File: src/rtl/clock_panel_ctrl_pkg.sv
// Shared encodings for the clock front-panel controller: display modes,
// edit-field codes, button indices and the edit FSM state type.
package clock_panel_pkg;

    localparam logic [1:0] MODE_ALARM  = 2'b00;
    localparam logic [1:0] MODE_CLOCK  = 2'b01;
    localparam logic [1:0] MODE_SWATCH = 2'b10;
    localparam logic [1:0] MODE_TIMER  = 2'b11;

    localparam logic [1:0] FIELD_NONE   = 2'b00;
    localparam logic [1:0] FIELD_HOUR   = 2'b01;
    localparam logic [1:0] FIELD_MINUTE = 2'b10;
    localparam logic [1:0] FIELD_SECOND = 2'b11;

    localparam int BTN_MODE = 0;
    localparam int BTN_SET  = 1;
    localparam int BTN_UP   = 2;
    localparam int BTN_DOWN = 3;
    localparam int NUM_BTN  = 4;

    typedef enum logic [1:0] {
        ST_RUN    = 2'b00,
        ST_EDIT_H = 2'b01,
        ST_EDIT_M = 2'b10,
        ST_EDIT_S = 2'b11
    } state_t;

    function automatic logic [1:0] field_of(state_t s);
        case (s)
            ST_EDIT_H: return FIELD_HOUR;
            ST_EDIT_M: return FIELD_MINUTE;
            ST_EDIT_S: return FIELD_SECOND;
            default:   return FIELD_NONE;
        endcase
    endfunction

    // One-hot strobe select ordered {hour, minute, second}
    function automatic logic [2:0] strobe_of(state_t s);
        case (s)
            ST_EDIT_H: return 3'b100;
            ST_EDIT_M: return 3'b010;
            ST_EDIT_S: return 3'b001;
            default:   return 3'b000;
        endcase
    endfunction

    function automatic state_t next_field(state_t s);
        case (s)
            ST_EDIT_H: return ST_EDIT_M;
            ST_EDIT_M: return ST_EDIT_S;
            default:   return ST_RUN;
        endcase
    endfunction

endpackage

File: src/rtl/clock_panel_ctrl_btn_conditioner.sv
// Raw push-button conditioner: two-flop synchronizer, stability debounce,
// debounced level and a one-cycle press pulse on the level's rising edge.
module btn_conditioner #(
    parameter int DEBOUNCE_CYC = 4
) (
    input  logic clk,
    input  logic rst,
    input  logic btn,
    output logic level,
    output logic press
);
    localparam int CW = $clog2(DEBOUNCE_CYC + 1);

    logic          sync1_reg;
    logic          sync2_reg;
    logic          level_reg;
    logic          press_reg;
    logic [CW-1:0] cnt_reg;

    // The counter measures how long the synchronized input has disagreed with
    // the debounced level; any agreement restarts the measurement.
    always_ff @(posedge clk) begin
        if (rst) begin
            sync1_reg <= 1'b0;
            sync2_reg <= 1'b0;
            level_reg <= 1'b0;
            press_reg <= 1'b0;
            cnt_reg   <= '0;
        end else begin
            sync1_reg <= btn;
            sync2_reg <= sync1_reg;
            press_reg <= 1'b0;
            if (sync2_reg == level_reg) begin
                cnt_reg <= '0;
            end else if (cnt_reg == CW'(DEBOUNCE_CYC - 1)) begin
                cnt_reg   <= '0;
                level_reg <= sync2_reg;
                press_reg <= sync2_reg;
            end else begin
                cnt_reg <= cnt_reg + CW'(1);
            end
        end
    end

    assign level = level_reg;
    assign press = press_reg;

endmodule

File: src/rtl/clock_panel_ctrl.sv
// Front-panel controller: mode selection, field-edit FSM, inc/dec strobes with
// auto-repeat, stopwatch pause, alarm enable and edit-field blink.
module clock_panel_ctrl
    import clock_panel_pkg::*;
#(
    parameter int DEBOUNCE_CYC = 4,
    parameter int REPEAT_DELAY = 8,
    parameter int REPEAT_RATE  = 4,
    parameter int BLINK_HALF   = 16
) (
    input  logic       clk,
    input  logic       rst,
    input  logic       btn_mode,
    input  logic       btn_set,
    input  logic       btn_up,
    input  logic       btn_down,
    output logic [1:0] mode,
    output logic       in_hour,
    output logic       in_minute,
    output logic       in_second,
    output logic       de_hour,
    output logic       de_minute,
    output logic       de_second,
    output logic       pause,
    output logic       alarm,
    output logic [1:0] field_sel,
    output logic       blink
);
    localparam int RCW = $clog2(REPEAT_DELAY + 1);
    localparam int BCW = $clog2(BLINK_HALF + 1);

    logic [NUM_BTN-1:0] btn_raw;
    logic [NUM_BTN-1:0] level;
    logic [NUM_BTN-1:0] press;

    assign btn_raw = {btn_down, btn_up, btn_set, btn_mode};

    generate
        for (genvar gi = 0; gi < NUM_BTN; gi++) begin : g_btn
            btn_conditioner #(.DEBOUNCE_CYC(DEBOUNCE_CYC)) u_cond (
                .clk   (clk),
                .rst   (rst),
                .btn   (btn_raw[gi]),
                .level (level[gi]),
                .press (press[gi])
            );
        end
    endgenerate

    // Only up/down levels drive behaviour (auto-repeat); mode/set act on presses.
    logic unused_levels;
    assign unused_levels = &{1'b0, level[BTN_SET:BTN_MODE]};

    state_t         state_reg, state_next;
    logic [1:0]     mode_reg, mode_next;
    logic           pause_sw_reg, pause_sw_next;
    logic           alarm_reg, alarm_next;
    logic           rep_on_reg, rep_on_next;
    logic           rep_up_reg, rep_up_next;
    logic [RCW-1:0] rep_cnt_reg, rep_cnt_next;
    logic [BCW-1:0] blink_cnt_reg, blink_cnt_next;
    logic           blink_reg, blink_next;
    logic [2:0]     in_reg, in_next;
    logic [2:0]     de_reg, de_next;
    logic           pause_reg, pause_next;
    logic [1:0]     field_sel_reg;

    always_comb begin
        state_next     = state_reg;
        mode_next      = mode_reg;
        pause_sw_next  = pause_sw_reg;
        alarm_next     = alarm_reg;
        rep_on_next    = 1'b0;
        rep_up_next    = rep_up_reg;
        rep_cnt_next   = rep_cnt_reg;
        in_next        = 3'b000;
        de_next        = 3'b000;
        blink_next     = 1'b0;
        blink_cnt_next = '0;

        if (state_reg == ST_RUN) begin
            if (press[BTN_MODE]) begin
                mode_next = mode_reg + 2'd1;
                if (mode_reg == MODE_SWATCH) pause_sw_next = 1'b0;
            end else if (press[BTN_SET]) begin
                if (mode_reg == MODE_SWATCH) pause_sw_next = ~pause_sw_reg;
                else                         state_next    = ST_EDIT_H;
            end else if (press[BTN_UP] && mode_reg == MODE_CLOCK) begin
                alarm_next = ~alarm_reg;
            end
        end else begin
            if (press[BTN_MODE]) begin
                state_next = ST_RUN;
            end else if (press[BTN_SET]) begin
                state_next = next_field(state_reg);
            end else if (level[BTN_UP] && level[BTN_DOWN]) begin
                rep_on_next = 1'b0;
            end else if (press[BTN_UP] || press[BTN_DOWN]) begin
                rep_on_next  = 1'b1;
                rep_up_next  = press[BTN_UP];
                rep_cnt_next = RCW'(1);
                if (press[BTN_UP]) in_next = strobe_of(state_reg);
                else               de_next = strobe_of(state_reg);
            end else if (rep_on_reg && (rep_up_reg ? level[BTN_UP] : level[BTN_DOWN])) begin
                rep_on_next = 1'b1;
                // After the first repeat, rewind so the next one lands REPEAT_RATE later
                if (rep_cnt_reg == RCW'(REPEAT_DELAY - 1)) begin
                    rep_cnt_next = RCW'(REPEAT_DELAY - REPEAT_RATE);
                    if (rep_up_reg) in_next = strobe_of(state_reg);
                    else            de_next = strobe_of(state_reg);
                end else begin
                    rep_cnt_next = rep_cnt_reg + RCW'(1);
                end
            end
        end

        // Blink phase runs continuously across fields; entering from RUN restarts it.
        if (state_reg != ST_RUN && state_next != ST_RUN) begin
            if (blink_cnt_reg == BCW'(BLINK_HALF - 1)) begin
                blink_cnt_next = '0;
                blink_next     = ~blink_reg;
            end else begin
                blink_cnt_next = blink_cnt_reg + BCW'(1);
                blink_next     = blink_reg;
            end
        end

        pause_next = pause_sw_next | (state_next != ST_RUN);
    end

    always_ff @(posedge clk) begin
        if (rst) begin
            state_reg     <= ST_RUN;
            mode_reg      <= MODE_CLOCK;
            pause_sw_reg  <= 1'b0;
            alarm_reg     <= 1'b0;
            rep_on_reg    <= 1'b0;
            rep_up_reg    <= 1'b0;
            rep_cnt_reg   <= '0;
            blink_cnt_reg <= '0;
            blink_reg     <= 1'b0;
            in_reg        <= 3'b000;
            de_reg        <= 3'b000;
            pause_reg     <= 1'b0;
            field_sel_reg <= FIELD_NONE;
        end else begin
            state_reg     <= state_next;
            mode_reg      <= mode_next;
            pause_sw_reg  <= pause_sw_next;
            alarm_reg     <= alarm_next;
            rep_on_reg    <= rep_on_next;
            rep_up_reg    <= rep_up_next;
            rep_cnt_reg   <= rep_cnt_next;
            blink_cnt_reg <= blink_cnt_next;
            blink_reg     <= blink_next;
            in_reg        <= in_next;
            de_reg        <= de_next;
            pause_reg     <= pause_next;
            field_sel_reg <= field_of(state_next);
        end
    end

    assign mode      = mode_reg;
    assign in_hour   = in_reg[2];
    assign in_minute = in_reg[1];
    assign in_second = in_reg[0];
    assign de_hour   = de_reg[2];
    assign de_minute = de_reg[1];
    assign de_second = de_reg[0];
    assign pause     = pause_reg;
    assign alarm     = alarm_reg;
    assign field_sel = field_sel_reg;
    assign blink     = blink_reg;

endmodule

File: config.mk
export PLATFORM = sky130hd
export DESIGN_NAME = clock_panel_ctrl
export DESIGN_NICKNAME = d
export VERILOG_FILES = /design/src/rtl/clock_panel_ctrl_pkg.sv /design/src/rtl/clock_panel_ctrl_btn_conditioner.sv /design/src/rtl/clock_panel_ctrl.sv
export SDC_FILE = /design/constraint.sdc
export NUM_CORES = 1
export LEC_CHECK = 0
export CORE_AREA = 2 2 58 81
export CTS_BUF_LIST = sky130_fd_sc_hd__clkbuf_4 sky130_fd_sc_hd__clkbuf_8 sky130_fd_sc_hd__clkbuf_16
export CTS_CLUSTER_DIAMETER = 150
export CTS_CLUSTER_SIZE = 24
export DETAILED_ROUTE_END_ITERATION = 16
export DIE_AREA = 0 0 60 83
export PLACE_DENSITY = 0.74
export SYNTH_ARGS = -nofsm -noshare
export SYNTH_HDL_FRONTEND = slang
export SYNTH_HIERARCHICAL = 1
export SYNTH_SLANG_ARGS = --single-unit
export TNS_END_PERCENT = 100
File: constraint.sdc
create_clock -name clk -period 3.9 [get_ports clk]
set_clock_uncertainty 0.15 [all_clocks]
set_input_delay 0.39 -clock clk [delete_from_list [all_inputs] [get_ports clk]]
set_output_delay 0.39 -clock clk [all_outputs]
set_load 0.01 [all_outputs]
==> reports/qor.txt, run 1 <==
outcome = completed
clk buf depth = 2
synthesis-stage register bit count = 54
Starting Density = 53.2%
CP Capture Type = flop
Vias = 1551
Tmin final = 2140 ps
syn avg cell area = 10.6 um2
full die area = 4980 um2
worst hold slack = 286 ps
unrepaired setup endpoints after global routing = no
Final ANT Viol Nets = 0
TritonRoute pass-1 iters = 4
Post-CTS Resized = 0
Yosys warnings = 6
gr ovfl total = 0
Die Y = 83 um
Required @ worst endpoint = 3980 ps
largest net degree at the start of global routing = 23
P per Cell Area = 346 nW/um2
ys flop type = dfxtp_1
max cap viols = 0
clk root buf = clkbuf_8
initial DRC count = 25
endpoints failing hold = 0
worst-case vdd ir drop = 0.000340 V
final cell count without fillers = 295
Core Region = 4240 um2
Final setup viols = 0
Post-CTS Hold Fix Bufs = 0
IO buf count = 18
Std-Cell Rows = 28
worst-path fanout max = 12
drc violations = 0
post-synth top area cell = dfxtp_1
setup_tns = 0 ps
Die X = 60 um
TritonCTS Buffers = 5
Startpoint Class = flop
Placed Area = 2480 um2
hpwl dp = 2580 um
Worst-Margin Slew = 695 ps
share of cells above drive strength 1 = 10.6%
Post-Place Cells = 287
Worst-Skew Late Latency = 300 ps
gr usage total = 15.5%
vias in the first global route = 1432
post-CTS setup buffers = 0
synthesized instance count = 212
synthesized cell area = 2250 um2
Final Cycle Share = 54.9%
drt total wl = 3460 um
syn nets = 236
relative slew slack = 53.5%
final instance area = 2580 um2
initial antenna violation count = 0
Nets = 258
CP arrival = 2220 ps
first-pass GRT wire length = 6130 um
crit path kind = flop to flop
leak pwr = 0.000913 uW
max FFs per register = 12
H-Tree Level Count = 2
# diodes = 0
Routed WL per cell = 11.7 um
via/cell ratio = 5.26
largest cells by area after synthesis = dfxtp_1 48%, ha_1 10%, nor2_1 3.8%
Async S/R FF share, synth = 0%
clock net sink count = 54
Final GP Congestion = 0.809
Yosys top cell area share = 47.9%
hold crit path type = flop to flop
Worst-path clk slew = 100 ps
Max Clk Rate = 0.467 GHz
Unique masters post-synth = 43
CTS tree = built
area grow syn2layout = 14.4%
max-slew violation count = 0
EDFF count, synth = 0
post-synthesis sequential area ratio = 47.9%
IO Pins = 19
==> per-stage QoR <==
step,utilization [%],setup slack (ps),power [uW]
floorplan,-,2130,580
global route,60.8,1610,931
global placement,58.6,1640,592
detailed placement,58.6,1600,593
finish,60.8,1760,892
CTS,60.8,1740,901
==> path summary, 6_finish.rpt <==
kind | start | slack (ps) | cells past startpoint | endpoint
hold reg to reg | g_btn[0].u_cond/cnt_reg[0] | 290 | 1 | g_btn[0].u_cond/cnt_reg[0]
setup / recovery | field_sel[1] | 1760 | 6 | blink_cnt_reg[1]
hold / removal | g_btn[0].u_cond/cnt_reg[0] | 290 | 1 | g_btn[0].u_cond/cnt_reg[0]
setup reg to reg | field_sel[1] | 1760 | 6 | blink_cnt_reg[1]
==> cell type report <==
type	count	area, um2
flip-flops and latches	54	1080
fillers	358	1660
multi-input cells	139	1080
clock buffers	6	76.3
inverters	15	56.3
repair buffers	19	188
clock inverters	2	17.5
well taps	60	75.1
==> Yosys cell counts, drive strengths merged, types with 2 or more instances <==
| library cell | instances |
|---|---|
| a2111oi | 2 |
| a21oi | 3 |
| a31oi | 2 |
| and2 | 5 |
| and4bb | 4 |
| buf | 2 |
| clkbuf | 2 |
| dfxtp | 54 |
| ha | 18 |
| inv | 15 |
| mux2i | 4 |
| nand2 | 8 |
| nand3 | 5 |
| nor2 | 24 |
| nor2b | 8 |
| nor3 | 9 |
| nor3b | 2 |
| nor4 | 8 |
| nor4b | 4 |
| o211ai | 2 |
| o21a | 2 |
| o21ai | 4 |
| o311ai | 2 |
| o31ai | 2 |
| xnor2 | 7 |
| xor2 | 2 |
==> cells in the final DEF, fill, tap and decap left out, types with 7 or more instances in the layout <==
master and instances:
xnor2_1 7, nor2b_1 8, inv_1 15, dfxtp_1 54
nor4_1 8, nor2_1 23, nand2_1 8, nor3_1 9
ha_1 18, clkdlybuf4s50_1 18
==> report_power, final <==
group	internal [uW]	total [uW]	leakage [uW]	switching, uW
Combinational	9.95	20.8	0.000427	10.8
Sequential	556	558	0.000437	2.49
Clock	137	312	0.0000492	175
==> worst max-delay path: stages, from the launching register on <==
cell and delay, ps:
dfxtp_1 360, inv_1 120, ha_1 490, nor2_1 150, a2111oi_4 440, o31ai_4 160
nor3b_2 190
==> routing by layer <==
metal | part of all wire, % | wire length, um | vias to the layer above | track usage (%)
met1 | 46 | 1590 | 726 | 18.6
met3 | 3.4 | 117 | 5 | 4.98
li1 | - | - | 796 | -
met2 | 49 | 1710 | 24 | 26.3
met4 | 1.2 | 43 | 0 | 3.64
met5 | 0 | 0 | - | 0
==> kinds of logic (layout without fill, tap and decap cells) <==
logic type      after synthesis  count (layout)  synth area share, %
xor+xnor                      9               9                 3.50
flops                        54              54                 47.9
simple gates                 82              82                 21.9
mux                           5               5                 2.28
compound gates               25              25                 10.5
fa+ha+maj                    18              18                 9.99
buf+inv                      19              42                 3.94
Note: power is estimated with default switching activity, not from simulation.
==> run 2, diff against run 1 <==
clock period = 2.24 ns   (was 3.9 ns; I/O delays follow)
==> reports/qor.txt, run 2 (synthesis results as in run 1) <==
relative slew slack = 58.4% (+4.9 points)
Final GP Congestion = 0.774 (-4.3%)
gr usage total = 15.5% (-0.036 points)
Startpoint Class = flop
clock net sink count = 54 (unchanged)
Routed WL per cell = 11.6 um (-0.55%)
Required @ worst endpoint = 2350 ps (-1630 ps)
Starting Density = 53.2% (unchanged)
worst-path fanout max = 7 (-5)
CP arrival = 2140 ps (-80 ps)
Worst-path clk slew = 90 ps (about the same)
total power = 1650 uW (+85%)
CP Capture Type = flop
commonest non-fill, non-tap cells in the layout = 54 x dfxtp_1, 23 x nor2_1, 18 x ha_1, 18 x clkdlybuf4s50_1, 15 x inv_1
TritonRoute pass-1 iters = 4 (unchanged)
full die area = 4980 um2 (unchanged)
Final setup viols = 0 (unchanged)
Met2 Wirelength = 1690 um (-1.1%)
hold crit path type = flop to flop
Die X = 60 um (unchanged)
first-pass GRT wire length = 5970 um (-2.6%)
worst hold slack = 282 ps (-3.52 ps)
Nets = 261 (+1.2%)
max-slew violation count = 0 (unchanged)
area grow syn2layout = 16.0%
max cap viols = 0 (unchanged)
Top Layer Used = met4
Reg2Reg Depth = 7 (+1)
Max Clk Rate = 0.492 GHz (+5.4%)
Post-CTS Hold Fix Bufs = 0 (unchanged)
IO Pins = 19 (unchanged)
vias in the first global route = 1439 (+0.49%)
share of cells above drive strength 1 = 11.8% (+1.1 points)
initial DRC count = 25 (unchanged)
Post-CTS Resized = 0 (unchanged)
hpwl dp = 2580 um (-0.14%)
Met3 Wirelength = 106 um (-9.4%)
Std-Cell Rows = 28 (unchanged)
# diodes = 0 (unchanged)
max FFs per register = 12 (unchanged)
Final ANT Viol Nets = 0 (unchanged)
unrepaired setup endpoints after global routing = no
drt total wl = 3470 um (+0.46%)
Final Cycle Share = 90.7% (+36 points)
outcome = completed
RR Startpoint = field_sel[1]
TritonCTS Buffers = 5 (unchanged)
commonest non-fill, non-tap cell in the layout = dfxtp_1
hold endpoint = g_btn[0].u_cond/cnt_reg[0]
reg2reg setup slack = 210 ps (-1550 ps)
Final Util = 61.7% (+0.89 points)
setup_tns = 0 ps (unchanged)
hold depth = 1 (unchanged)
Tmin final = 2030 ps (-109 ps)
P per Cell Area = 630 nW/um2 (+82%)
post-CTS setup buffers = 0 (unchanged)
Core Region = 4240 um2 (unchanged)
IO buf count = 18 (unchanged)
Die Y = 83 um (unchanged)
M1 wire length = 1630 um (+2.6%)
endpoints failing hold = 0 (unchanged)
Vias = 1529 (-1.4%)
clk root buf = clkbuf_8
largest net degree at the start of global routing = 18 (-22%)
Hold Path Origin = g_btn[0].u_cond/cnt_reg[0]
Filler Cells Inserted = 365 (+2.0%)
gr ovfl total = 0 (unchanged)
crit path kind = flop to flop
drc violations = 0 (unchanged)
worst-case vdd ir drop = 0.000472 V (+39%)
FF-to-FF End = in_reg[2]
via/cell ratio = 5.13 (-2.4%)
leak pwr = 0.000936 uW (+2.5%)
H-Tree Level Count = 2 (unchanged)
clk buf depth = 2 (unchanged)
Worst-Skew Late Latency = 300 ps (about the same)
initial antenna violation count = 0 (unchanged)
Worst-Margin Slew = 614 ps (-81.2 ps)
CTS tree = built
==> run 2: cell count changes in the layout (fill, tap and decap cells not counted) <==
cell	before	now
clkbuf_4	1	0
bufinv_16	0	1
inv_6	1	0
buf_4	1	4
clkinv_2	0	2
clkinv_4	1	0
==> run 2: layout make-up <==
| type | instances | area (um2) | area share [%] |
|---|---|---|---|
| clock inverters | 3 | 40.0 | 1.53 |
| repair buffers | 22 | 210 | 8.03 |
| well taps | 60 | 75.1 | 2.87 |
| clock buffers | 5 | 68.8 | 2.63 |
| inverters | 15 | 56.3 | 2.15 |
| flip-flops and latches | 54 | 1080 | 41.3 |
| multi-input cells | 139 | 1080 | 41.5 |
==> run 2: report_power, final <==
part           internal, uW  switching [uW]  total (uW)  leakage [uW]
Sequential              968            4.05         972      0.000437
Clock                   329             306         636     0.0000579
Combinational          19.7            19.9        39.6      0.000441
==> run 2: worst max-delay path, stage by stage, from the launching register on <==
cell,delay [ps]
dfxtp_1,420
inv_1,100
ha_1,310
buf_4,200
a2111o_1,380
nor2_2,140
o21a_1,160
and2_1,120
==> run 2: per-stage QoR <==
step                      cell area (um2)  std cells  worst slack (ps)
after floorplan                      2250        212               467
after global placement               2510        290               277
after detailed placement             2510        290               226
after CTS                            2620        298               214
after global routing                 2620        298              57.1
final                                2620        298               208
==> run 2: how the worst max path moves through the flow <==
stage                      start             end  slack (ps)  cells past startpoint
finish              field_sel[1]       in_reg[2]         210                      7
global route        field_sel[1]       in_reg[2]          60                      7
CTS                 field_sel[1]  rep_cnt_reg[2]         210                      6
detailed placement  field_sel[1]  rep_cnt_reg[2]         230                      6
global placement    field_sel[1]  rep_cnt_reg[2]         280                      6
floorplan           field_sel[1]  rep_cnt_reg[2]         470                      6
==> run 2: routing by layer <==
layer	up-vias	track usage [%]
met5	-	0
met4	0	6.26
met3	5	4.67
met2	30	25.4
met1	692	18.3
li1	802	-
==> RTL edit: new RTL, settings of run 2 <==
Register the outputs `in_hour`, `in_minute`, `in_second`, `de_hour`, `de_minute` and `de_second`, without a reset; this adds one clock of latency there. The other outputs are not delayed to match.
--- a/src/rtl/clock_panel_ctrl.sv
+++ b/src/rtl/clock_panel_ctrl.sv
@@ -162,10 +162,12 @@
 
     assign mode      = mode_reg;
-    assign in_hour   = in_reg[2];
-    assign in_minute = in_reg[1];
-    assign in_second = in_reg[0];
-    assign de_hour   = de_reg[2];
-    assign de_minute = de_reg[1];
-    assign de_second = de_reg[0];
+    always_ff @(posedge clk) begin
+        in_hour   <= in_reg[2];
+        in_minute <= in_reg[1];
+        in_second <= in_reg[0];
+        de_hour   <= de_reg[2];
+        de_minute <= de_reg[1];
+        de_second <= de_reg[0];
+    end
     assign pause     = pause_reg;
     assign alarm     = alarm_reg;
Check against the original RTL: not equivalent (a bounded check fails within 10 cycles, from zero or initial values and one cycle with rst high).
==> RTL edit against run 2 <==
Routed wire length up 5.5%; synthesized area grew 3.6%; sequential cell count up 6; non-clock buffer count shrank 3; setup slack improved by 0.029 ns; design area is 6.2% higher; highest routed layer unchanged.
Power is not compared: it rests on default switching activity, and its combinational part moved more than twofold at a synthesized area within 25%.
==> RTL edit: results (changes against run 2) <==
[run_status]
outcome = completed  ; unchanged

[placement]
routabilityCongestion = 0.7443  ; was 0.7738
io_buffers = 18  ; unchanged
dpl.hpwl_um = 2526  ; was 2576 um

[yosys]
synth_cell_type_count = 43  ; unchanged
synthTopCellsByCount = 60 x dfxtp_1, 22 x nor2_1, 18 x ha_1, 15 x inv_1, 12 x nor4_1  ; was 54 x dfxtp_1, 23 x nor2_1, 18 x ha_1, 15 x inv_1, 9 x nor3_1
syn-num-nets = 236  ; unchanged
synth_area_leaders = dfxtp_1 51%, ha_1 9.6%, nor2_1 3.5%, nor4_1 3.2%, and4bb_2 2.7%  ; was dfxtp_1 48%, ha_1 10%, nor2_1 3.8%, xnor2_1 2.7%, nor4b_2 2.7%
seq_area_frac_synth_pct = 51.45  ; was 47.95%
synthArstFlopShare_pct = 0  ; unchanged
yosysWarnings = 6  ; unchanged

[worst_setup_path]
reg2reg_setup_slack_ns = 0.24  ; was 0.21 ns
rr_worst_depth = 6  ; was 7
worstReg2RegEnd = pause$_SDFF_PP0_  ; was in_reg[2]$_SDFF_PP0_
crit_arrival_ns = 2.05  ; was 2.14 ns
crit_fanout = 11  ; was 7
timing.rr.start = field_sel[1]$_SDFF_PP0_  ; unchanged

[hold_path]
min_path_type = flop to flop  ; unchanged
hold_path_end = in_minute$_DFF_P_  ; was g_btn[0].u_cond/cnt_reg[0]$_SDFF_PP0_
min_from = in_reg[1]$_SDFF_PP0_  ; was g_btn[0].u_cond/cnt_reg[0]$_SDFF_PP0_
hold_depth = 0  ; was 1

[global_route]
grt_max_degree = 41  ; was 18
track_usage_pct = 17.32  ; was 15.51%
met3_usage_pct = 7.944  ; was 4.673%
grt_pass1_vias = 1538  ; was 1,439
grt_pass1_wl_um = 6368  ; was 5968 um
antenna_found_initial = 0  ; unchanged
grtUsageMet2_pct = 27.96  ; was 25.40%
grt_use_met1_pct = 17.21  ; was 18.31%

[routing]
wl_per_cell_um = 12.17  ; was 11.65 um
num_vias = 1560  ; was 1,529
first_pass_iters = 4  ; unchanged
drt_iter0_drc = 35  ; was 25

[sta]
tightest_slew_ns = 0.5929  ; was 0.6138 ns
whs_ns = 0.1758  ; was 0.2820 ns

[clock_tree]
cts_root_buffer = clkbuf_8  ; unchanged
clock_latency_ns = 0.33  ; was 0.30 ns
h-tree-depth = 3  ; was 2
clk_pin_slew_ns = 0.06  ; was 0.09 ns
cts_made_buffers = 9  ; was 5
clockBufferDepth = 2  ; unchanged
postCtsSetupRepairBufs = 0  ; unchanged

[cells_and_area]
diodes = 0  ; unchanged
drive_gt1_share_pct = 15.35  ; was 11.76%
n_fill_cell = 344  ; was 365
largest_reg_flops = 12  ; unchanged
final_nets = 260  ; was 261

[pwr]
p_leak_uw = 0.001043

## RTL edit: cell types whose count changed after synthesis, sizes merged, moves of 3 or more
cell   delta
a31oi     +3
and2      -4
dfxtp     +6
nor3      -8
nand3     -3
nor4      +5
## RTL edit: area by class of cell
type / instances / area share (%)
Sequential cell: 60 / 43.24
Tap cell: 60 / 2.703
Multi-Input combinational cell: 131 / 37.79
Clock buffer: 16 / 7.477
Timing Repair Buffer: 19 / 6.757
Inverter: 15 / 2.027
## RTL edit: timing repair
| action | 4_1_cts | 5_1_grt |
|---|---|---|
| setup endpoints to repair | 0 | 14 |
| resized for setup | 0 | 2 |
| hold buffers | 0 | 0 |
## RTL edit: layer usage
metal  routed length, um  up-vias
met4                 122        0
met5                   0        -
met3                 128       10
met1                1529      726
met2                1881       25
li1                    -      799
## RTL edit: report_power, final
group / switching (uW) / leakage, uW / internal, uW
sequential: 6.78 / 0.000485 / 1080
combinational: 43.4 / 0.000447 / 36.4
clock: 382 / 0.000110 / 578
total: 432 / 0.00104 / 1700
## RTL edit: cell families after synthesis
| family | share of synthesized area (%) |
|---|---|
| and+or+nand+nor | 19.19 |
| DFF | 51.45 |
| AOI/OAI and AO/OA | 9.754 |
| buffers and inverters | 3.966 |
| adders and majority gates | 9.646 |
| xor gates and xnor gates | 3.376 |
| muxes | 2.626 |
## RTL edit: worst max-delay path by stage
stage	depth (start not counted)	start	end	slack, ns
floorplan	7	field_sel[1]$_SDFF_PP0_	pause$_SDFF_PP0_	0.38
global placement	6	field_sel[1]$_SDFF_PP0_	pause$_SDFF_PP0_	0.14
detailed placement	6	field_sel[1]$_SDFF_PP0_	pause$_SDFF_PP0_	0.10
CTS	6	field_sel[1]$_SDFF_PP0_	pause$_SDFF_PP0_	0.08
global route	6	field_sel[1]$_SDFF_PP0_	de_reg[1]$_SDFF_PP0_	0.07
finish	6	field_sel[1]$_SDFF_PP0_	pause$_SDFF_PP0_	0.24
## RTL edit: critical path, cell delays in order, from the launching register on
cell,delay [ns]
dfxtp_1,0.43
inv_1,0.10
ha_2,0.27
or2_0,0.25
a31oi_2,0.24
a2bb2oi_1,0.29
a31oi_1,0.14
## RTL edit: per-stage QoR
| step | instances | total power [uW] | instance area, um^2 | utilization, % | worst slack [ns] |
|---|---|---|---|---|---|
| after floorplan | 212 | 1155 | 2335 | - | 0.3807 |
| after global placement | 285 | 1189 | 2561 | 60.42 | 0.1437 |
| after detailed placement | 285 | 1190 | 2561 | 60.42 | 0.1006 |
| after CTS | 301 | 2151 | 2769 | 65.32 | 0.08085 |
| after global routing | 301 | 2210 | 2778 | 65.53 | 0.07355 |
| final | 301 | 2128 | 2778 | 65.53 | 0.2369 |
